===== src/rtl/redmule_pkg.sv =====
// ----------------------------------------------------------------------------
// redmule_pkg
// Shared constants for the RedMulE TCDM splitter slice: the default wide data
// width, the width of one narrow TCDM word, and the default byte stride
// between adjacent narrow ports.
// ----------------------------------------------------------------------------
package redmule_pkg;

    localparam int unsigned DW_DEFAULT     = 256; // wide-side data width (bits)
    localparam int unsigned WORD_W         = 32;  // narrow TCDM word width (bits)
    localparam int unsigned BE_W           = WORD_W / 8;
    localparam int unsigned STRIDE_DEFAULT = 4;   // byte step between ports

endpackage : redmule_pkg


===== src/rtl/redmule_tcdm_resp_collector.sv =====
// ----------------------------------------------------------------------------
// redmule_tcdm_resp_collector
// Gathers one response per narrow port (ports may answer in different
// cycles), then presents the assembled wide word with a one-cycle valid pulse
// on the cycle after the last narrow response arrives.
//
// Ports:
//   clk_i, rst_ni   clock, asynchronous active-low reset
//   tcdm_r_data     MP x 32-bit narrow response data
//   tcdm_r_valid    MP narrow response valids
//   in_r_data       assembled wide response, held until the next completion
//   in_r_valid      one-cycle pulse per completed wide transaction
//   rdone_o         per-port "response collected" flags (feeds busy)
// ----------------------------------------------------------------------------
module redmule_tcdm_resp_collector
    import redmule_pkg::*;
#(
    parameter int unsigned MP = DW_DEFAULT / WORD_W
) (
    input  logic                 clk_i,
    input  logic                 rst_ni,
    input  logic [MP*WORD_W-1:0] tcdm_r_data,
    input  logic [MP-1:0]        tcdm_r_valid,
    output logic [MP*WORD_W-1:0] in_r_data,
    output logic                 in_r_valid,
    output logic [MP-1:0]        rdone_o
);

    logic [MP-1:0]        rdone_q, rdone_d;
    logic [MP-1:0]        rvalid_live;
    logic [MP*WORD_W-1:0] rbuf_q, rbuf_d;
    logic [MP*WORD_W-1:0] r_data_q;
    logic                 r_valid_q;
    logic                 complete;

    // NOTE: every variable gets a default at the top of the block so no path
    // leaves it unassigned, which would otherwise infer a latch.
    always_comb begin
        // A repeat response on an already-collected port is dropped.
        rvalid_live = tcdm_r_valid & ~rdone_q;
        complete    = &(rdone_q | rvalid_live);
        // rbuf_d doubles as the assembled word: live data for ports answering
        // this cycle, buffered data for the ones that answered earlier.
        rbuf_d      = rbuf_q;
        for (int i = 0; i < int'(MP); i++) begin
            if (rvalid_live[i]) begin
                rbuf_d[i*WORD_W +: WORD_W] = tcdm_r_data[i*WORD_W +: WORD_W];
            end
        end
        rdone_d = complete ? '0 : (rdone_q | rvalid_live);
    end

    // NOTE: state registers use non-blocking assignments so every flop samples
    // pre-edge values regardless of statement order.
    // NOTE: rbuf_q is datapath storage, yet it is reset too so a reset always
    // leaves no stale response data visible on the wide side.
    always_ff @(posedge clk_i or negedge rst_ni) begin
        if (!rst_ni) begin
            rdone_q   <= '0;
            rbuf_q    <= '0;
            r_data_q  <= '0;
            r_valid_q <= 1'b0;
        end else begin
            rdone_q   <= rdone_d;
            rbuf_q    <= rbuf_d;
            r_valid_q <= complete;
            if (complete) begin
                r_data_q <= rbuf_d;
            end
        end
    end

    assign in_r_data  = r_data_q;
    assign in_r_valid = r_valid_q;
    assign rdone_o    = rdone_q;

`ifndef SYNTHESIS
    // A port must not answer twice within one wide transaction.
    a_no_dup_resp : assert property (
        @(posedge clk_i) disable iff (!rst_ni) (tcdm_r_valid & rdone_q) == '0
    ) else $error("duplicate narrow response on a collected port");
`endif

endmodule : redmule_tcdm_resp_collector


===== src/rtl/redmule_tcdm_splitter.sv =====
// ----------------------------------------------------------------------------
// redmule_tcdm_splitter
// Splits one wide TCDM request into MP 32-bit narrow requests at consecutive
// addresses. Each narrow port is requested until it is granted once; the wide
// grant is issued in the cycle the last outstanding narrow grant arrives.
// Narrow responses are reassembled by redmule_tcdm_resp_collector.
//
// Ports:
//   clk_i, rst_ni                  clock, asynchronous active-low reset
//   in_req/gnt/add/wen/be/data     wide request (in_wen = 1 means read)
//   in_r_data/in_r_valid           wide response
//   tcdm_req/gnt/add/wen/be/data   MP narrow requests, flattened
//   tcdm_r_data/tcdm_r_valid       MP narrow responses, flattened
//   busy_o                         any transaction pending or uncollected
// ----------------------------------------------------------------------------
module redmule_tcdm_splitter
    import redmule_pkg::*;
#(
    parameter int unsigned DW     = DW_DEFAULT,
    parameter int unsigned MP     = DW / WORD_W,
    parameter int unsigned STRIDE = STRIDE_DEFAULT
) (
    input  logic                 clk_i,
    input  logic                 rst_ni,
    // wide side
    input  logic                 in_req,
    output logic                 in_gnt,
    input  logic [31:0]          in_add,
    input  logic                 in_wen,
    input  logic [DW/8-1:0]      in_be,
    input  logic [DW-1:0]        in_data,
    output logic [DW-1:0]        in_r_data,
    output logic                 in_r_valid,
    // narrow side
    output logic [MP-1:0]        tcdm_req,
    input  logic [MP-1:0]        tcdm_gnt,
    output logic [MP*WORD_W-1:0] tcdm_add,
    output logic [MP-1:0]        tcdm_wen,
    output logic [MP*BE_W-1:0]   tcdm_be,
    output logic [MP*WORD_W-1:0] tcdm_data,
    input  logic [MP*WORD_W-1:0] tcdm_r_data,
    input  logic [MP-1:0]        tcdm_r_valid,
    output logic                 busy_o
);

    logic [MP-1:0] gdone_q, gdone_d;
    logic [MP-1:0] granted_now;
    logic [MP-1:0] rdone;

    // Payload fan-out: the master holds it stable until in_gnt, so it is
    // passed through combinationally rather than registered.
    for (genvar i = 0; i < int'(MP); i++) begin : g_port
        assign tcdm_add[i*WORD_W +: WORD_W]  = in_add + 32'(i * STRIDE);
        assign tcdm_be[i*BE_W +: BE_W]       = in_be[i*BE_W +: BE_W];
        assign tcdm_data[i*WORD_W +: WORD_W] = in_data[i*WORD_W +: WORD_W];
    end
    assign tcdm_wen = {MP{in_wen}};

    // A port that has already been granted stays quiet for the rest of the
    // wide transaction, so it is never requested twice.
    assign tcdm_req    = {MP{in_req}} & ~gdone_q;
    assign granted_now = tcdm_req & tcdm_gnt;
    assign in_gnt      = in_req & (&(gdone_q | granted_now));

    always_comb begin
        gdone_d = in_gnt ? '0 : (gdone_q | granted_now);
    end

    always_ff @(posedge clk_i or negedge rst_ni) begin
        if (!rst_ni) begin
            gdone_q <= '0;
        end else begin
            gdone_q <= gdone_d;
        end
    end

    redmule_tcdm_resp_collector #(
        .MP (MP)
    ) u_resp (
        .clk_i        (clk_i),
        .rst_ni       (rst_ni),
        .tcdm_r_data  (tcdm_r_data),
        .tcdm_r_valid (tcdm_r_valid),
        .in_r_data    (in_r_data),
        .in_r_valid   (in_r_valid),
        .rdone_o      (rdone)
    );

    assign busy_o = (|gdone_q) | (|rdone) | in_req | in_r_valid;

`ifndef SYNTHESIS
    // The master may not withdraw or alter a request before it is granted.
    a_req_stable : assert property (
        @(posedge clk_i) disable iff (!rst_ni)
        (in_req && !in_gnt) |=> (in_req && $stable(in_add) && $stable(in_wen)
                                 && $stable(in_be) && $stable(in_data))
    ) else $error("wide request changed before grant");
`endif

endmodule : redmule_tcdm_splitter


===== config.mk =====
export PLATFORM = sky130hd
export DESIGN_NAME = redmule_tcdm_splitter
export DESIGN_NICKNAME = d
export VERILOG_FILES = /design/src/rtl/redmule_pkg.sv /design/src/rtl/redmule_tcdm_resp_collector.sv /design/src/rtl/redmule_tcdm_splitter.sv
export SDC_FILE = /design/constraint.sdc
export NUM_CORES = 1
export LEC_CHECK = 0
export CAP_MARGIN = 20
export CORE_AREA = 2 2 557 559
export DETAILED_ROUTE_END_ITERATION = 16
export DIE_AREA = 0 0 559 561
export PLACE_DENSITY_LB_ADDON = 0.1
export SYNTH_ARGS = -nofsm -noshare
export SYNTH_HDL_FRONTEND = slang
export SYNTH_SLANG_ARGS = --single-unit

===== constraint.sdc =====
create_clock -name clk_i -period 2.8 [get_ports clk_i]
set_clock_uncertainty 0.2 [all_clocks]
set_input_delay 0.42 -clock clk_i [delete_from_list [all_inputs] [get_ports clk_i]]
set_output_delay 0.42 -clock clk_i [all_outputs]
set_load 0.005 [all_outputs]

# Word level (Yosys, flattened, before mapping)

Index checks and enable logic that the tools add are counted.

Bits of input ports: 596
Register bits after elaboration: 529
Output and inout bits: 819
Logic and storage cells: 37

Reduce and logical (&&, ||, !) cells: 4
Add/sub/neg operators: 7
Bitwise operators: 11
Mux-type cells: 10

Operators by type and width:

| kind                                                            | count |
|---|---|
| 32-bit two-way mux                                              | 8 |
| 32-bit by 5-bit adder with 32-bit output, second input constant | 4 |
| 32-bit by 4-bit adder with 32-bit output, second input constant | 2 |
| 32-bit by 3-bit adder with 32-bit output, second input constant | 1 |
| 8-bit bitwise AND                                               | 3 |
| 8-bit two-way mux                                               | 2 |
| 8-bit NOT                                                       | 2 |
| 8-bit OR                                                        | 2 |
| 8-bit AND reduction                                             | 2 |
| 8-bit OR reduction                                              | 2 |
| 1-bit OR                                                        | 3 |
| 1-bit bitwise AND                                               | 1 |

# Depth between registers and ports, before layout

Gate-level depths: netlist (run 1).

Depth after elaboration: 7
Mapped depth: 8
Gate-level depth less buffers: 6

# Hierarchy

From an unflattened synthesis (run 1), not the netlist that was laid out.

Cell total of the unflattened synthesis: 2032
Area total of the unflattened synthesis: 25844.8 um^2

Modules (own cells, without submodules):

| module                      | sequential area each (um^2) | area an instance (um^2) | instances | cells each |
|---|---|---|---|---|
| redmule_tcdm_resp_collector | 13037.5                     | 19391.1                 | 1         | 1123 |
| redmule_tcdm_splitter       | 200.2                       | 6453.7                  | 1         | 909 |

# Worst setup path before layout (run 1)

No wires, ideal clock.

Path kind: input -> output
Start point: in in_add[3]
End point: out tcdm_add[255]
Arrival: 2.090 ns
Slack: 0.090 ns
Buffers on the path: 2
Required time: 2.180 ns
Cell stages on the path: 8
Cells stage by stage: clkbuf_1 > inv_1 > ha_1 > clkbuf_1 > a21boi_1 > nor4_1 > nand3_1 > xnor2_1

Cells in the longest elaborated chain, start to end: 1

Ends and longest elaborated chain:

| what                                     | line                        | source |
|---|---|---|
| start, declared                          | redmule_tcdm_splitter.sv:28 | `input logic [31:0] in_add,` |
| 32-bit by 5-bit adder with 32-bit output | redmule_tcdm_splitter.sv:53 | `assign tcdm_add[i*WORD_W +: WORD_W] = in_add + 32'(i * STRIDE);` |
| end, declared                            | redmule_tcdm_splitter.sv:37 | `output logic [MP*WORD_W-1:0] tcdm_add,` |

No other way between the ends.

# Final worst setup path (run 1)

Start point: reg u_resp.rdone_q[2] (netlist: u_resp.rdone_o[2])
End point: out busy_o

Cells in the longest elaborated chain, start to end: 4

Ends and longest elaborated chain:

| what                   | line                              | source |
|---|---|---|
| start, declared        | redmule_tcdm_resp_collector.sv:29 | `logic [MP-1:0] rdone_q, rdone_d;` |
| start signal, assigned | redmule_tcdm_resp_collector.sv:64 | `rdone_q <= rdone_d;` |
| 8-bit OR reduction     | redmule_tcdm_splitter.sv:89       | `assign busy_o = (\|gdone_q) \| (\|rdone) \| in_req \| in_r_valid;` |
| 1-bit OR (3 in series) | redmule_tcdm_splitter.sv:89       |  |
| end, declared          | redmule_tcdm_splitter.sv:43       | `output logic busy_o` |

No other way between the ends.

==> reports/metrics.yaml, run 1 <==
die:
  ioPinCount: 1415
  die_y_um: 561
  initial_core_util_pct: 8.34
  core_area_um2: 308000
  die_x_um: 559
  die_area_um2: 314000
  rows: 204
place:
  portBuffers: 811
  pre_cts_slack_ps: -1690
  place_hpwl_um: 150000
  globalplace.congestion: 0.853
  place_inst: 6852
  postPlaceCellArea_um2: 39300
route:
  wl_per_cell_um: 25.0
  drtIter0Drc: 496
  vias: 19000
  via_per_inst: 2.68
  wl_um: 178000
  drc_errors: 0
  ant_nets: 0
  drtPass1Iterations: 4
timing:
  worst_slew_pin_slew_ps: 682
  finalCritPeriodShare_pct: 103
  fin_crit_ps: 2900
  fin_tns_setup_ps: -95.9
  slew_violations: 0
  setup_viol: 1
  hold_viol: 0
  clock.fmax_mhz: 345
  rsz0062_at_grt: "yes"
  slew-limit-headroom_pct: 54.5
  setup_slack_ps: -95.9
critical_path:
  worstPathRequired_ps: 2180
  startpoint: "u_resp.rdone_o[2]"
  timing.rr.start: "u_resp.rdone_o[2]"
  r2r_setup_slack_ps: 350
  r2r_end: "u_resp.in_r_data[250]"
  start_kind: "flip-flop"
  ff2ff_path_depth: 9
  arrival_ps: 2280
  cp_max_fo: 2
  cp-end-kind: "output port"
  crit_path_end: "busy_o"
  worstSetupPathType: "flip-flop to output port"
flow_run:
  max_cap_violations: 0
status:
  outcome: "finished, violations left"
  violations: "setup timing"
global_route:
  grt_pass1_wl_um: 230000
  grt_max_degree: 69
  overflow: 0
  track_usage_pct: 11.0
  antenna_found_initial: 86
  grt_pass1_vias: 21300
yosys:
  ys_types: 39
  synth_top_area_share_pct: 51.6
  yosys-top-cells-area: "dfrtp_1 (52%), mux2_2 (21%), buf_4 (11%)"
  netlist_area_um2: 25700
  yosys.area.top_type: "dfrtp_1"
  netlist_top_cells_count: "dfrtp_1 (529), mux2_2 (487), buf_4 (383), xnor2_1 (133), nand2_1 (77)"
  synth_most_common_cell: "dfrtp_1"
  ys_async_sr_fraction_pct: 100
  synth_warnings: 0
  syn_nets: 2628
  synth_edf_count: 0
  yosysSeqAreaShare_pct: 51.6
  synth_ff_type: "dfrtp_1"
  synthCells: 2023
  ys_ff_latch: 529
  syn_avg_cell_area_um2: 12.7
pwr:
  vdd_drop_max_v: 0.000453
  p_per_area_nw_per_um2: 890
  p_leak_nw: 17.3
clock_tree:
  cts_root_buf: "clkbuf_16"
  clock_latency_ps: 640
  cts_sinks: 529
  clockBufferDepth: 3
  cts_max_level: 3
  cts_tree: "built"
  clkSlewWorstSetupHoldPaths_ps: 60
  cts_made_buffers: 74
cells_and_area:
  fin_nets: 3525
  area_growth_pct: 71.2
  fin_util_pct: 14.3
  stdcell_count: 7111
  stdcell_area_um2: 43900
  drive_above_1_share_pct: 44.8
worst_hold_path:
  hold_path_class: "primary input to asynchronous set/reset pin"
## cell families after synthesis
group	Yosys count	synth area share [%]
flops	529	51.6
mux	512	22.5
compound gates	22	0.536
buf+inv	473	12.7
simple gates	288	5.80
fa+ha+maj	9	0.439
xor+xnor	190	6.49
## state kept, by name, summed over array words and instances, names as in the netlist
name               flops
gdone_q                8
u_resp.in_r_data     256
u_resp.in_r_valid      1
u_resp.rbuf_q        256
u_resp.rdone_o         8
## metrics by stage
step                hold WS, ps  power (mW)
finish                     61.4        39.1
global route               55.6        41.9
CTS                        86.9        40.4
detailed placement          249        30.0
global placement            247        30.1
floorplan                 -75.6        20.5
## cell usage in the layout (no fill, tap or decap), types with 44 or more instances in the layout
| cell type | n |
|---|---|
| xor2_1 | 55 |
| dlygate4sd2_1 | 75 |
| buf_2 | 44 |
| xnor2_1 | 99 |
| buf_12 | 83 |
| mux2_2 | 487 |
| buf_4 | 335 |
| dfrtp_1 | 528 |
| clkbuf_16 | 76 |
| clkdlybuf4s50_1 | 618 |
| buf_6 | 69 |
| nand2_1 | 58 |
## final cells by class
type,count,area (µm²)
fillers,34700,264000
flip-flops and latches,529,13200
repair buffers,1282,12600
multi-input cells,1021,10500
well taps,4120,5150
clock buffers,113,2180
clock inverters,19,233
inverters,12,47.5
diodes,15,37.5
## worst min-delay path by stage
stage | end | depth (start not counted) | slack, ps | start
after floorplan | gdone_q[0] | 0 | -80 | rst_ni
after global placement | u_resp.in_r_data[50] | 1 | 250 | rst_ni
after detailed placement | u_resp.in_r_data[50] | 1 | 250 | rst_ni
after CTS | u_resp.in_r_data[50] | 2 | 90 | rst_ni
after global routing | u_resp.in_r_data[44] | 2 | 60 | rst_ni
final | u_resp.in_r_data[44] | 2 | 60 | rst_ni
## metal layers
layer,track usage [%],vias to the layer above,wire [µm]
li1,-,8316,-
met1,8.67,9138,49800
met2,20.1,1147,90600
met3,8.09,299,27400
met4,4.98,122,9190
met5,0.256,-,874
## worst max-delay path, cell delays in order, from the launching register on
cell	delay [ps]
dfrtp_1	390
or4_4	530
or4_4	550
buf_6	160
## power by group
part	internal, mW	leakage (nW)	switching, mW	total, mW
Clock	5.66	1.19	3.94	9.60
Sequential	11.6	6.24	1.53	13.2
Combinational	9.55	9.91	6.77	16.3
Total	26.8	17.3	12.2	39.1
## repair_timing
action,in CTS,in global routing
pin swaps,80,41
hold buffers,1,0
endpoints found under the setup margin,196,69
hold endpoints to repair,63,0
buffers inserted,106,15
gates cloned,1,0
gates resized for setup,676,93
No activity file was read; power rests on OpenSTA's default activity.
==> run 2, diff against run 1 <==
--- a/config.mk
+++ b/config.mk
@@ -6,9 +6,11 @@
 export NUM_CORES = 1
 export LEC_CHECK = 0
 export CAP_MARGIN = 20
-export CORE_AREA = 2 2 557 559
+export CORE_AREA = 2 2 550 552
+export CTS_BUF_LIST = sky130_fd_sc_hd__clkbuf_8
 export DETAILED_ROUTE_END_ITERATION = 16
-export DIE_AREA = 0 0 559 561
+export DIE_AREA = 0 0 552 554
+export GPL_ROUTABILITY_DRIVEN = 0
 export PLACE_DENSITY_LB_ADDON = 0.1
 export SYNTH_ARGS = -nofsm -noshare
 export SYNTH_HDL_FRONTEND = slang
==> reports/metrics.yaml, run 2 (synthesis results as in run 1) <==
global_route:
  track_usage_pct: 11.1  # +0.024 points
  grt_max_degree: 71  # +2.9%
  overflow: 0  # unchanged
  grt_pass1_vias: 22700  # +6.2%
  antenna_found_initial: 60  # -30%
  grt_pass1_wl_um: 228000  # -0.97%
timing:
  worst_slew_pin_slew_ps: 502  # -180 ps
  clock.fmax_mhz: 337  # -2.4%
  setup_viol: 2  # +1
  slew_violations: 0  # unchanged
  setup_slack_ps: -168  # -72.6 ps
  slew-limit-headroom_pct: 66.5  # +12 points
  fin_crit_ps: 2970  # +72.6 ps
  finalCritPeriodShare_pct: 106  # +2.6 points
  hold_viol: 0  # unchanged
  hold_slack_ps: 127  # +65.6 ps
  rsz0062_at_grt: "yes"
critical_path:
  cp_num_buf_inv: 1  # unchanged
  cp_max_fo: 2  # unchanged
  startpoint: "u_resp.rdone_o[2]"
  start_kind: "flip-flop"
  r2r_end: "u_resp.in_r_data[140]"
  r2r_setup_slack_ps: 240  # -110 ps
  max_stage_delay_ps: 500  # -50 ps
  worstPathRequired_ps: 2180  # about the same
  timing.rr.start: "u_resp.rdone_o[2]"
  critPathTopFamily: "simple AND/OR/NAND/NOR gates"
  cp_common_cell: "or4_4"
  cp_slowest_cell: "or4_4"
  worstSetupPathType: "flip-flop to output port"
  arrival_ps: 2350  # +70 ps
  path_cells: "or4_4, or4_4, buf_8"
  cp-end-kind: "output port"
  crit_path_end: "busy_o"
  cp.depth: 3  # unchanged
  ff2ff_path_depth: 7  # -2
die:
  die_x_um: 552  # -1.3%
  die_area_um2: 306000  # -2.5%
  rows: 201  # -1.5%
  initial_core_util_pct: 8.57  # +0.23 points
  ioPinCount: 1415  # unchanged
  core_area_um2: 299000  # -2.7%
  die_y_um: 554  # -1.2%
clock_tree:
  clock_latency_ps: 790  # +150 ps
  cts_max_level: 3  # unchanged
  cts_tree: "built"
  cts_sinks: 529  # unchanged
  cts_root_buf: "clkbuf_8"
  clockBufferDepth: 3  # unchanged
  clkSlewWorstSetupHoldPaths_ps: 70  # about the same
  cts_made_buffers: 108  # +46%
route:
  drtIter0Drc: 489  # -1.4%
  drtPass1Iterations: 5  # +1
  wl_um: 173000  # -2.5%
  ant_nets: 0  # unchanged
  drc_errors: 0  # unchanged
  vias: 20000  # +5.0%
  wl_per_cell_um: 23.9  # -4.3%
  via_per_inst: 2.76  # +3.0%
cells_and_area:
  area_growth_pct: 79.5
  drive_above_1_share_pct: 43.1  # -1.6 points
  final_common_cell: "clkdlybuf4s50_1"
  final_cell_mix: "clkdlybuf4s50_1 (626), dfrtp_1 (528), mux2_2 (487), buf_4 (318), dlygate4sd3_1 (217)"
  fin_nets: 3777  # +7.1%
  stdcell_count: 7245  # +1.9%
flow_run:
  max_cap_violations: 0  # unchanged
status:
  outcome: "finished, violations left"
  violations: "setup timing"
place:
  place_inst: 6686  # -2.4%
  portBuffers: 811  # unchanged
  place_hpwl_um: 144000  # -4.5%
pwr:
  vdd_drop_max_v: 0.000383  # -15%
  p_leak_nw: 18.4  # +6.2%
  p_per_area_nw_per_um2: 828  # -6.9%
worst_hold_path:
  hold_path_class: "primary input to flip-flop"
-- run 2: cell types whose count changed in the layout (fill, tap and decap cells not counted), moves of 11 or more --
| cell | previous run | this run |
|---|---|---|
| dlygate4sd3_1 | 1 | 217 |
| clkbuf_8 | 16 | 140 |
| clkbuf_16 | 76 | 0 |
| inv_1 | 10 | 42 |
| clkbuf_1 | 22 | 0 |
| buf_6 | 69 | 89 |
| buf_4 | 335 | 318 |
| dlygate4sd2_1 | 75 | 64 |
-- run 2: worst min-delay path by stage --
stage                                 from                  to  cells after the start
after global placement              rst_ni   u_resp.rbuf_q[32]                      1
after detailed placement            rst_ni   u_resp.rbuf_q[32]                      1
after global routing        tcdm_r_data[7]    u_resp.rbuf_q[7]                      2
final                      tcdm_r_data[12]   u_resp.rbuf_q[12]                      2
after floorplan                     rst_ni          gdone_q[0]                      0
after CTS                 tcdm_r_data[241]  u_resp.rbuf_q[241]                      2
-- run 2: cell type report --
class	instances	area, µm²
fillers	33600	253000
repair buffers	1500	14800
flip-flops and latches	529	13200
multi-input cells	1021	10700
well taps	3958	4950
clock buffers	140	1930
clock inverters	60	345
diodes	25	62.6
inverters	12	52.6
-- run 2: stage by stage --
| stage | instance area [µm²] | setup TNS (ps) | power (mW) | util (%) | worst slack [ps] |
|---|---|---|---|---|---|
| after floorplan | 25700 | 0 | 20.5 | - | 89.6 |
| after CTS | 45800 | -564 | 39.5 | 15.3 | -389 |
| after detailed placement | 39100 | -207510 | 29.7 | 13.1 | -1270 |
| after global placement | 39100 | -202940 | 29.8 | 13.1 | -1860 |
| after global routing | 46000 | -486 | 41.0 | 15.4 | -378 |
| final | 46100 | -171 | 38.1 | 15.4 | -168 |
-- run 2: repair_timing --
action                     CTS  global route
resized for setup          708           112
setup endpoints to repair  198            83
hold buffers               218             0
cloned                       2             0
hold endpoints to repair   745             0
pin swaps                   87            52
setup buffers              114            14
-- run 2: power by group --
| part | total [mW] | internal [mW] | switching [mW] |
|---|---|---|---|
| sequential | 13.2 | 11.6 | 1.58 |
| combinational | 16.3 | 9.60 | 6.70 |
| clock | 8.64 | 4.67 | 3.97 |
-- run 2: layer usage --
| metal | vias to the layer above | track usage, % | routed length, µm |
|---|---|---|---|
| met1 | 9583 | 9.53 | 52900 |
| met3 | 263 | 7.23 | 24400 |
| li1 | 8886 | - | - |
| met5 | - | 0.0938 | 462 |
| met4 | 68 | 4.69 | 8360 |
| met2 | 1166 | 19.9 | 87300 |
